==> src/rtl/rvh_l1d_pkg.sv <==
// Shared widths, STU opcode map and AMO FSM states for the L1D bank AMO unit.
package rvh_l1d_pkg;
  localparam int ROB_TAG_WIDTH  = 4;
  localparam int PREG_TAG_WIDTH = 6;
  localparam int STU_OP_WIDTH   = 5;
  localparam int PADDR_WIDTH    = 56;
  localparam int XLEN           = 64;
  localparam int WLEN           = 32;

  typedef enum logic [STU_OP_WIDTH-1:0] {
    STU_LRW = 5'd7, STU_LRD, STU_SCW, STU_SCD,
    STU_AMOSWAPW, STU_AMOSWAPD, STU_AMOADDW, STU_AMOADDD,
    STU_AMOANDW, STU_AMOANDD, STU_AMOORW, STU_AMOORD,
    STU_AMOXORW, STU_AMOXORD, STU_AMOMAXW, STU_AMOMAXD,
    STU_AMOMAXUW, STU_AMOMAXUD, STU_AMOMINW, STU_AMOMIND,
    STU_AMOMINUW, STU_AMOMINUD
  } amo_op_e;

  typedef enum logic [2:0] {
    AMO_IDLE, AMO_RD_REQ, AMO_RD_WAIT, AMO_WR_REQ, AMO_RESP
  } amo_state_e;

  // Word variants sit on odd opcodes throughout the map.
  function automatic logic is_amo_word(input amo_op_e op);
    return op[0];
  endfunction
endpackage

==> src/rtl/rvh_l1d_amo_alu.sv <==
// Combinational AMO compute; for word ops only the low 32 bits of new_val are meaningful.
module rvh_l1d_amo_alu
  import rvh_l1d_pkg::*;
(
  input  amo_op_e         opcode,
  input  logic [XLEN-1:0] old,
  input  logic [XLEN-1:0] rs2,
  input  logic            is_word,
  output logic [XLEN-1:0] new_val
);
  logic [XLEN-1:0] a_s, b_s, a_u, b_u;
  logic            lt_s, lt_u;

  // Extending word operands to 64 bits lets one comparator serve both widths.
  assign a_s  = is_word ? {{WLEN{old[WLEN-1]}}, old[WLEN-1:0]} : old;
  assign b_s  = is_word ? {{WLEN{rs2[WLEN-1]}}, rs2[WLEN-1:0]} : rs2;
  assign a_u  = is_word ? {{WLEN{1'b0}}, old[WLEN-1:0]} : old;
  assign b_u  = is_word ? {{WLEN{1'b0}}, rs2[WLEN-1:0]} : rs2;
  assign lt_s = $signed(a_s) < $signed(b_s);
  assign lt_u = a_u < b_u;

  always_comb begin
    new_val = old;
    case (opcode)
      STU_SCW, STU_SCD, STU_AMOSWAPW, STU_AMOSWAPD: new_val = rs2;
      STU_AMOADDW, STU_AMOADDD:   new_val = old + rs2;
      STU_AMOANDW, STU_AMOANDD:   new_val = old & rs2;
      STU_AMOORW,  STU_AMOORD:    new_val = old | rs2;
      STU_AMOXORW, STU_AMOXORD:   new_val = old ^ rs2;
      STU_AMOMAXW, STU_AMOMAXD:   new_val = lt_s ? rs2 : old;
      STU_AMOMINW, STU_AMOMIND:   new_val = lt_s ? old : rs2;
      STU_AMOMAXUW, STU_AMOMAXUD: new_val = lt_u ? rs2 : old;
      STU_AMOMINUW, STU_AMOMINUD: new_val = lt_u ? old : rs2;
      default:                    new_val = old;
    endcase
  end
endmodule

==> src/rtl/rvh_l1d_bank_amo_unit.sv <==
// L1D bank AMO/LR/SC sequencer: read, modify, write, single-cycle ROB writeback.
// Optional misaligned-address exception check: RVH_L1D_AMO_MISALIGN_CHK_EN.
module rvh_l1d_bank_amo_unit
  import rvh_l1d_pkg::*;
(
  input  logic                      clk,
  input  logic                      rst,
  input  logic                      amo_req_vld_i,
  output logic                      amo_req_rdy_o,
  input  logic [ROB_TAG_WIDTH-1:0]  amo_req_rob_tag_i,
  input  logic [PREG_TAG_WIDTH-1:0] amo_req_prd_i,
  input  logic [STU_OP_WIDTH-1:0]   amo_req_opcode_i,
  input  logic [PADDR_WIDTH-1:0]    amo_req_paddr_i,
  input  logic [XLEN-1:0]           amo_req_data_i,
  input  logic                      amo_req_sc_rt_check_succ_i,
  output logic                      rd_req_vld_o,
  input  logic                      rd_req_rdy_i,
  output logic [PADDR_WIDTH-1:0]    rd_req_paddr_o,
  input  logic                      rd_resp_vld_i,
  input  logic [XLEN-1:0]           rd_resp_data_i,
  output logic                      wr_req_vld_o,
  input  logic                      wr_req_rdy_i,
  output logic [PADDR_WIDTH-1:0]    wr_req_paddr_o,
  output logic [XLEN-1:0]           wr_req_data_o,
  output logic [7:0]                wr_req_mask_o,
  output logic                      l1d_rob_wb_vld_o,
  output logic [ROB_TAG_WIDTH-1:0]  l1d_rob_wb_rob_tag_o,
  output logic [PREG_TAG_WIDTH-1:0] l1d_rob_wb_prd_o,
  output logic [XLEN-1:0]           l1d_rob_wb_data_o,
  output logic                      l1d_rob_wb_excp_o
);
  amo_state_e                state_q, state_d;
  amo_op_e                   req_op, op_q;
  logic [ROB_TAG_WIDTH-1:0]  rob_tag_q;
  logic [PREG_TAG_WIDTH-1:0] prd_q;
  logic [PADDR_WIDTH-1:2]    paddr_q;
  logic [XLEN-1:0]           new_q, wb_data_q, old_ext, alu_new;
  logic [WLEN-1:0]           old_half;
  logic                      req_hsk, req_is_sc, req_misalign, is_word_q, is_lr_q, resp_take;

  assign req_op        = amo_op_e'(amo_req_opcode_i);
  assign amo_req_rdy_o = (state_q == AMO_IDLE);
  assign req_hsk       = amo_req_vld_i & amo_req_rdy_o;
  assign req_is_sc     = (req_op == STU_SCW) || (req_op == STU_SCD);
  assign is_word_q     = is_amo_word(op_q);
  assign is_lr_q       = (op_q == STU_LRW) || (op_q == STU_LRD);
  assign resp_take     = (state_q == AMO_RD_WAIT) & rd_resp_vld_i;

`ifdef RVH_L1D_AMO_MISALIGN_CHK_EN
  logic excp_q;
  assign req_misalign      = is_amo_word(req_op) ? (|amo_req_paddr_i[1:0])
                                                 : (|amo_req_paddr_i[2:0]);
  assign l1d_rob_wb_excp_o = (state_q == AMO_RESP) & excp_q;
  always_ff @(posedge clk) if (req_hsk) excp_q <= req_misalign;
`else
  logic unused_paddr_lo;
  assign unused_paddr_lo   = ^amo_req_paddr_i[1:0];
  assign req_misalign      = 1'b0;
  assign l1d_rob_wb_excp_o = 1'b0;
`endif

  always_comb begin
    state_d = state_q;
    case (state_q)
      AMO_IDLE:
        if (req_hsk) begin
          if (req_misalign)   state_d = AMO_RESP;
          else if (req_is_sc) state_d = amo_req_sc_rt_check_succ_i ? AMO_WR_REQ : AMO_RESP;
          else                state_d = AMO_RD_REQ;
        end
      AMO_RD_REQ:  if (rd_req_rdy_i) state_d = AMO_RD_WAIT;
      AMO_RD_WAIT: if (rd_resp_vld_i) state_d = is_lr_q ? AMO_RESP : AMO_WR_REQ;
      AMO_WR_REQ:  if (wr_req_rdy_i) state_d = AMO_RESP;
      AMO_RESP:    state_d = AMO_IDLE;
      default:     state_d = AMO_IDLE;
    endcase
  end

  always_ff @(posedge clk or posedge rst) begin
    if (rst) state_q <= AMO_IDLE;
    else     state_q <= state_d;
  end

  // Word ops see the addressed half sign-extended, which is also the writeback value.
  assign old_half = paddr_q[2] ? rd_resp_data_i[XLEN-1:WLEN] : rd_resp_data_i[WLEN-1:0];
  assign old_ext  = is_word_q ? {{WLEN{old_half[WLEN-1]}}, old_half} : rd_resp_data_i;

  rvh_l1d_amo_alu u_alu (
    .opcode (op_q),
    .old    (old_ext),
    .rs2    (new_q),
    .is_word(is_word_q),
    .new_val(alu_new)
  );

  // new_q holds rs2 until the read returns, then the computed write value.
  always_ff @(posedge clk) begin
    if (req_hsk) begin
      op_q      <= req_op;
      rob_tag_q <= amo_req_rob_tag_i;
      prd_q     <= amo_req_prd_i;
      paddr_q   <= amo_req_paddr_i[PADDR_WIDTH-1:2];
      new_q     <= amo_req_data_i;
      wb_data_q <= (req_is_sc && !req_misalign && !amo_req_sc_rt_check_succ_i) ? 64'd1 : 64'd0;
    end else if (resp_take) begin
      new_q     <= alu_new;
      wb_data_q <= old_ext;
    end
  end

  assign rd_req_vld_o         = (state_q == AMO_RD_REQ);
  assign rd_req_paddr_o       = {paddr_q[PADDR_WIDTH-1:3], 3'b000};
  assign wr_req_vld_o         = (state_q == AMO_WR_REQ);
  assign wr_req_paddr_o       = {paddr_q[PADDR_WIDTH-1:3], 3'b000};
  assign wr_req_data_o        = is_word_q ? {2{new_q[WLEN-1:0]}} : new_q;
  assign wr_req_mask_o        = !is_word_q ? 8'hFF : (paddr_q[2] ? 8'hF0 : 8'h0F);
  assign l1d_rob_wb_vld_o     = (state_q == AMO_RESP);
  assign l1d_rob_wb_rob_tag_o = rob_tag_q;
  assign l1d_rob_wb_prd_o     = prd_q;
  assign l1d_rob_wb_data_o    = wb_data_q;
endmodule
==> config.mk <==
export PLATFORM = sky130hd
export DESIGN_NAME = rvh_l1d_bank_amo_unit
export DESIGN_NICKNAME = d
export VERILOG_FILES = /design/src/rtl/rvh_l1d_pkg.sv /design/src/rtl/rvh_l1d_amo_alu.sv /design/src/rtl/rvh_l1d_bank_amo_unit.sv
export SDC_FILE = /design/constraint.sdc
export NUM_CORES = 1
export LEC_CHECK = 0
export CORE_MARGIN = 3
export CORE_UTILIZATION = 45
export CTS_CLUSTER_DIAMETER = 120
export DETAILED_ROUTE_END_ITERATION = 7
export HOLD_SLACK_MARGIN = 0.12
export PLACE_DENSITY_LB_ADDON = 0.08
export SLEW_MARGIN = 5
export SYNTH_ARGS = -nofsm -noshare
export SYNTH_HDL_FRONTEND = slang
export SYNTH_SLANG_ARGS = --single-unit
==> constraint.sdc <==
create_clock -name clk -period 9.2 [get_ports clk]
set_input_delay 1.38 -clock clk [delete_from_list [all_inputs] [get_ports clk]]
set_output_delay 1.38 -clock clk [all_outputs]
set_load 0.03 [all_outputs]
==> Word-level counts from Yosys, hierarchy flattened <==
Cells that the tools add are included.
{ "word_totals": {"out_inout_bits": 263, "elab_cells": 96, "input_bits": 206, "regBits": 200} }
{ "classes": {"n_addsub": 1, "bitwise_logic": 5, "order_cmp": 2, "mux": 27, "eq_ne": 37, "reduce_logical": 17} }
{ "ops": {"columns": ["cell", "count"], "rows": [
  ["$mux 64", 14],
  ["$pmux 64 s9", 1],
  ["$lt 64x64->1", 2],
  ["$eq 5x5->1 const B", 13],
  ["$add 64x64->64", 1],
  ["$and 64x64->64", 1],
  ["$or 64x64->64", 1],
  ["$xor 64x64->64", 1],
  ["$eq 5x4->1 const B", 10],
  ["$mux 32", 1],
  ["$mux 3", 7],
  ["$mux 8", 2],
  ["$reduce_or 2->1", 8],
  ["$pmux 3 s4", 1],
  ["$eq 3x2->1 const B", 2],
  ["$ne 2x1->1 const B", 3],
  ["$ne 3x2->1 const B", 2],
  ["$ne 3x3->1 const B", 2],
  ["$reduce_and 6->1", 1],
  ["$eq 5x3->1 const B", 1],
  ["$ne 2x2->1 const B", 2],
  ["$reduce_and 4->1", 1],
  ["$reduce_or 4->1", 1],
  ["$eq 3x1->1 const B", 1],
  ["8 further kinds", 10]
]} }

==> Depth between registers and ports, before layout <==
Gate-level depths: netlist of the first run.
{ "logic_depth": {"ltp_word": 8, "mapped_depth": 18, "depth_no_buf": 16} }

==> Hierarchy <==
A second synthesis of the first run with hierarchy kept.
{ "hier_totals": {"hier_cells": 2515, "area_unflattened_um2": 21419.3} }
{ "modules_own_cells": {"columns": ["module", "seq_area_each_um2", "area_each_um2", "instances", "cells_per_inst"], "rows": [
  ["rvh_l1d_amo_alu", 0.0, 11589.9, 1, 1791],
  ["rvh_l1d_bank_amo_unit", 5990.7, 9829.4, 1, 724]
]} }

==> Worst setup path before layout of the first run <==
OpenSTA, ideal clock, no wires.
{ "synth_path": {"kind": "input -> register", "from": "in rd_resp_vld_i", "to": "reg new_q[0], enable pin", "stages": 3, "n_path_buf": 0, "arrival_ps": 9175, "setup_ps": 503, "path_slack_ps": -477, "required_ps": 8697, "path_cell_list": "mux2i_1 > nor3_1 > a21boi_1"} }
{ "synth_via": {"elab_chain_cells": 3} }
{ "synth_rtl": {"columns": ["element", "line", "source"], "rows": [
  ["start: declaration", "rvh_l1d_bank_amo_unit.sv:19", "input logic rd_resp_vld_i,"],
  ["$and 1x1->1", "rvh_l1d_bank_amo_unit.sv:47", "assign resp_take = (state_q == AMO_RD_WAIT) & rd_resp_vld_i;"],
  ["$reduce_bool 2->1 (no source line)", null, null],
  ["$reduce_and 6->1 (no source line)", null, null],
  ["end signal: assignment", "rvh_l1d_bank_amo_unit.sv:103", "new_q <= amo_req_data_i;"],
  ["end signal: assignment", "rvh_l1d_bank_amo_unit.sv:106", "new_q <= alu_new;"],
  ["end: declaration", "rvh_l1d_bank_amo_unit.sv:37", "logic [XLEN-1:0] new_q, wb_data_q, old_ext, alu_new;"]
]} }
Every way passes these cells.
A chain may end at the register's enable or synchronous reset.

==> Final worst setup path of the first run <==
{ "layout_path": {"from": "in rd_resp_data_i[63]", "to": "reg new_q[12], enable pin"} }
{ "layout_via": {"elab_chain_cells": 6, "word_cells_on_any_way": 11, "classes_between": "order compare (2); eq/ne (4); mux (4); reduce/logical (1)"} }
{ "layout_rtl": {"columns": ["element", "line", "source"], "rows": [
  ["start: declaration", "rvh_l1d_bank_amo_unit.sv:20", "input logic [XLEN-1:0] rd_resp_data_i,"],
  ["$mux 32", "rvh_l1d_bank_amo_unit.sv:85", "assign old_half = paddr_q[2] ? rd_resp_data_i[XLEN-1:WLEN] : rd_resp_data_i[WLEN-1:0];"],
  ["$mux 64 (*)", "rvh_l1d_bank_amo_unit.sv:86", "assign old_ext = is_word_q ? {{WLEN{old_half[WLEN-1]}}, old_half} : rd_resp_data_i;"],
  ["$mux 64, on equally long branches", "rvh_l1d_amo_alu.sv:17, rvh_l1d_amo_alu.sv:15", null],
  ["$lt 64x64->1, on equally long branches", "rvh_l1d_amo_alu.sv:20, rvh_l1d_amo_alu.sv:19", null],
  ["$ne 3x2->1 (no source line) / $ne 3x3->1 (equally long branches)", null, null],
  ["$reduce_and 6->1 (no source line) (*)", null, null]
]} }
Every way passes the cells marked *; elsewhere a longest branch is shown, timed or not.

==> results of run 1 <==
-- layer usage --
layer	part of all wire, %	routed length (µm)	global-route usage [%]	vias up
met4	3.5	2490	12.2	4
met2	47	33600	51.0	848
met3	8.9	6370	7.51	130
met5	0.038	27	0	-
li1	-	-	-	8378
met1	41	29400	38.9	8631
-- cell families after synthesis --
logic type / after synthesis / synth area share (%)
AO/OA/AOI/OAI: 656 / 21.4
AND/OR/NAND/NOR: 607 / 14.5
XOR/XNOR: 38 / 1.73
adder cells (fa/ha/maj): 255 / 16.6
flip-flops: 200 / 31.2
buffers and inverters: 469 / 12.3
other: 1 / 0.0195
multiplexers: 42 / 2.21
-- area by class of cell --
class	count	area share, %
antenna	2	0.0211
clock buffer	17	1.80
clock inverter	15	0.608
inverter	195	3.11
multi-input combinational	1605	46.4
sequential	200	25.3
tap	539	2.85
timing repair buffer	476	19.9
-- sequential cells by signal, indices dropped and copies added (netlist names) --
signal,count
l1d_rob_wb_data_o,64
new_q,64
paddr_q,54
l1d_rob_wb_prd_o,6
op_q,5
l1d_rob_wb_rob_tag_o,4
state_q,3
-- through the flow --
stage                     std cells  utilization, %
after CTS                      3047            56.3
after global routing           3049            56.3
after floorplan                2274               -
after detailed placement       3015            54.9
final                          3049            56.3
after global placement         3015            54.9
-- cells in the mapped netlist (5+ instances only) --
library cell  instances  area share [%]
o21bai_1             19            0.74
o211ai_1             37             1.4
xor2_1               12            0.55
nand2b_1             11            0.36
nand3b_1              5            0.20
a221oi_1             23             1.0
buf_1                16            0.31
mux2i_1              39             2.0
or3_1                 9            0.29
o21ai_1               5            0.13
buf_2                 9            0.23
a21oi_1             193             5.0
nand4_1              36             1.2
and3_1                6            0.20
clkbuf_1             95             1.9
a22oi_1              25            0.98
or2_2                 7            0.23
edfxtp_1            197              31
a211oi_1             12            0.47
nand2_1             168             3.3
inv_1               195             3.8
ha_1                254              17
nor2_1              228             4.5
a2111oi_0             6            0.27
o21ai_0             166             4.3
o22ai_1               6            0.20
nor2b_1              39             1.3
nand3_1              39             1.0
xnor2_1              26             1.2
buf_4               151             5.9
nor4_1                8            0.26
o2111ai_1            11            0.50
nor3_1               24            0.63
o31ai_1              12            0.47
o221ai_1              9            0.41
and2_1                6            0.20
o21a_1               12            0.47
and4_1                5            0.23
a21o_1               53             2.1
a31oi_1              22            0.72
-- power breakdown --
group          leakage [nW]  switching, W  total [W]  internal (W)
Clock                 0.279      0.000416   0.000777      0.000361
Combinational          7.85       0.00338    0.00523       0.00185
Sequential             1.88      0.000224    0.00171       0.00149
-- path summary, 6_finish.rpt --
path | slack, ns | end | cells after the start | startpoint
worst max-delay path | 2.70 | new_q[12] | 18 | rd_resp_data_i[63]
worst min-delay path | 0.71 | state_q[0] | 1 | state_q[0]
worst max register to register | 3.07 | new_q[12] | 14 | paddr_q[2]
worst min register to register | 0.71 | state_q[0] | 1 | state_q[0]
max in group asynchronous | 8.00 | state_q[2] | 2 | rst
min in group asynchronous | 1.06 | state_q[1] | 2 | rst
==> flow_summary.ini, run 1 <==
[cts]
cts_setup_buffers = 0
ctsLongestPathBuffers = 2
hold_buffers = 0
cts-root-buf = clkbuf_16
insertion_delay_ns = 0.50
ctsResizeCount = 0
htree_levels = 4
cts_made_buffers = 17
clock_sinks = 200
tritoncts = done
clk_pin_slew_worst_paths_ns = 0.08

[finish]
seqCellArea_um2 = 5990
nNetsFinal = 2956
area_delta_synth_final_pct = 23.2
final_cell_mix = clkdlybuf4s50_1, ha_1, nor2_1
drive_gt1_share_pct = 3.47
mostFrequentLayoutCell = clkdlybuf4s50_1
multi_input_area_um2 = 11000
final_cell_area_um2 = 23700
fillers = 3942

[logic_synthesis]
yosys_warnings = 0
synth_cell_types = 81
synth_edf_count = 197
synth_seq_area_share_pct = 31.2
synth_cells = 2268
syn_area_um2 = 19200
async_flop_share_pct = 1.50
syn_avg_cell_area_um2 = 8.47
ys_ff_latch = 200
synthFlopType = edfxtp_1

[place]
post-place-ws_ns = 2.36
gp_congestion = 0.976
port_buffers = 459
placed_area_um2 = 23100
hpwl_um = 54000

[grt]
grt_antenna_before_repair = 4
grt_pass1_wl_um = 106000
grt_pass1_vias = 17300
grt_use_total_pct = 30.8
grt_start_max_net_pins = 95
grt_remaining_overflow = 0

[sta]
final-setup-viol-count = 0
finClkSkew_ns = 0.0138
worstMarginPinSlew_ns = 1.13
rsz0062_at_grt = false
relSlewSlack_pct = 24.8
min_period_over_period_pct = 70.7
max_freq_mhz = 154
holdWs_ns = 0.709
finalHoldViolCount = 0
timing.final.ws_setup_ns = 2.70
final_max_slew_viol_count = 0
period_needed_ns = 6.50
tns_ns = 0

[routing]
wl_per_cell_um = 23.6
antenna_left = 0
via_count = 18000
viasPerCell = 5.90
drt-total-wl_um = 71900
drtIter0Drc = 1558
drc_errors = 0
dr.pass1.iters = 6

[floorplan]
die_area_um2 = 45200
die_w_um = 213
die_h_um = 213
row_count = 75
initial_core_util_pct = 45.7
core_um2 = 42000
io_pins = 469

[critical_path]
cp_slowest_cell = buf_4
crit_chain = clkdlybuf4s50_1, mux2i_1, nor2_4, buf_4, nor2_1, inv_1, ha_1, a21o_1, a21o_1, a21oi_1, nor3_1, nor3_1, nand2_1, o31ai_1, mux2i_1, o211ai_1, a21boi_4, buf_4
arrival_ns = 6.61
crit_type = primary input to flip-flop
crit_family = buffers and inverters
critPathMaxStageDelay_ns = 0.86
required_ns = 9.31
crit_fanout = 64
cp_num_buf_inv = 4
startpoint_type = primary input
worst_setup_path_end_kind = flip-flop

[status]
status = completed

[power]
ir_drop_uv = 170
p_leak_nw = 10.0
powerDensity_nw_per_um2 = 326
p_total_w = 0.00772

[hold_path]
min_path_type = flip-flop to flip-flop

[job]
maxCapViolCount = 0
No activity file was read; power rests on OpenSTA's default activity.
==> run 2: changes to the inputs <==
- clock period: 9.2 -> 5.44 ns (I/O delays scaled with it)
==> run 2 against run 1 <==
Non-clock buffer count increased by 60. Clock skew rose by 0.0040 ns. Worst setup slack worse by 2.3 ns. Combinational power increased by 73%. Global-route usage up 0.26 points. Routed wire length increased by 0.59%. Via count grew 0.85%. First-iteration DRC count increased by 12%. Sequential cell count unchanged. Register-to-register slack got worse by 2.6 ns. Hold slack worse by 0.22 ns. Critical endpoint is now new_q[19].
==> flow_summary.ini, run 2 (synthesis gave the netlist of run 1 again) <==
[cts]
ctsResizeCount = 0
ctsLongestPathBuffers = 2
tritoncts = done
clk_pin_slew_worst_paths_ns = 0.09
htree_levels = 4
clock_sinks = 200
cts_setup_buffers = 0
hold_buffers = 0
insertion_delay_ns = 0.51
cts_made_buffers = 17
cts-root-buf = clkbuf_16

[critical_path]
worst_setup_path_end_kind = flip-flop
rr_endpoint = new_q[19]
required_ns = 5.62
r2r_slack_ns = 0.44
reg2reg_depth = 17
crit_type = flip-flop to flip-flop
crit_start = paddr_q[2]
arrival_ns = 5.18
startpoint_type = flip-flop
crit_fanout = 34
crit_end = new_q[19]
r2r_start = paddr_q[2]

[finish]
final_cell_area_um2 = 24300
mostFrequentLayoutCell = clkdlybuf4s50_1
final_cells = 3110
area_delta_synth_final_pct = 26.3
nNetsFinal = 3016
postLayoutCoreUtil_pct = 57.7
final_cell_mix = clkdlybuf4s50_1, ha_1, nor2_1
drive_gt1_share_pct = 6.27

[routing]
via_count = 18100
drt-total-wl_um = 72300
wl_per_cell_um = 23.3
dr.pass1.iters = 5
drtIter0Drc = 1748
antenna_left = 0
viasPerCell = 5.83
drc_errors = 0

[sta]
rsz0062_at_grt = false
max_freq_mhz = 200
min_period_over_period_pct = 91.9
final_max_slew_viol_count = 0
worstMarginPinSlew_ns = 0.977
final-setup-viol-count = 0
relSlewSlack_pct = 34.9
timing.final.ws_setup_ns = 0.441
period_needed_ns = 5.00
finClkSkew_ns = 0.0178
finalHoldViolCount = 0

[grt]
grt_pass1_vias = 17300
grt_antenna_before_repair = 3
grt_start_max_net_pins = 80
grt_use_total_pct = 31.1
grt_remaining_overflow = 0
grt_pass1_wl_um = 106000

[power]
p_leak_nw = 10.3
ir_drop_uv = 318
p_total_w = 0.0133
powerDensity_nw_per_um2 = 548

[status]
status = completed

[floorplan]
row_count = 75
io_pins = 469
die_w_um = 213
die_h_um = 213
core_um2 = 42000
die_area_um2 = 45200
initial_core_util_pct = 45.7

[place]
hpwl_um = 55500
dp.cells = 3075
placed_area_um2 = 23700
gp_congestion = 0.965
port_buffers = 459
post-place-ws_ns = 0.185

[job]
maxCapViolCount = 0

[hold_path]
min_path_type = primary input to async pin
run 2: area by class of cell:
class	count	area (µm²)
multi-input combinational	1605	11000
timing repair buffer	536	5250
fill	3907	17800
inverter	195	737
clock inverter	15	155
antenna	3	7.51
tap	539	674
sequential	200	5990
clock buffer	17	425
run 2: worst max-delay path: stages (launching register included):
cell and delay, ns:
edfxtp_1 0.48, nand2_2 0.38, buf_12 0.26, mux2i_1 0.54, inv_1 0.16, ha_1 0.21, nor2b_1 0.13, o21bai_1 0.12
a21oi_1 0.08, o21ai_0 0.24, o211ai_1 0.22, o211a_1 0.32, buf_4 0.15, o31ai_2 0.42, mux2i_1 0.24, o211ai_1 0.16
a21boi_4 0.22, buf_12 0.27
run 2: worst min-delay path by stage:
stage               depth (start not counted)  slack, ns          to
floorplan                                   1       0.57  state_q[0]
global placement                            2       0.68  state_q[0]
detailed placement                          2       0.69  state_q[0]
CTS                                         2       0.44  state_q[2]
global route                                2       0.49  state_q[0]
finish                                      2       0.49  state_q[2]
run 2: report_power, final:
group          internal [W]  leakage (nW)  switching (W)
Combinational       0.00332          8.16        0.00574
Clock              0.000612         0.288       0.000725
Sequential          0.00251          1.88       0.000402
run 2: through the flow:
step           hold slack, ns  TNS (ns)
6_report                0.487         0
5_1_grt                 0.492         0
4_1_cts                 0.441         0
3_5_place_dp            0.692         0
3_3_place_gp            0.675         0
2_1_floorplan           0.570     -3.02
run 2: metal layers:
| layer | GRT usage (%) | routed length (µm) |
|---|---|---|
| met3 | 6.52 | 5670 |
| met2 | 50.2 | 33100 |
| met1 | 41.2 | 31200 |
| met4 | 11.5 | 2290 |
| met5 | 0 | 0 |
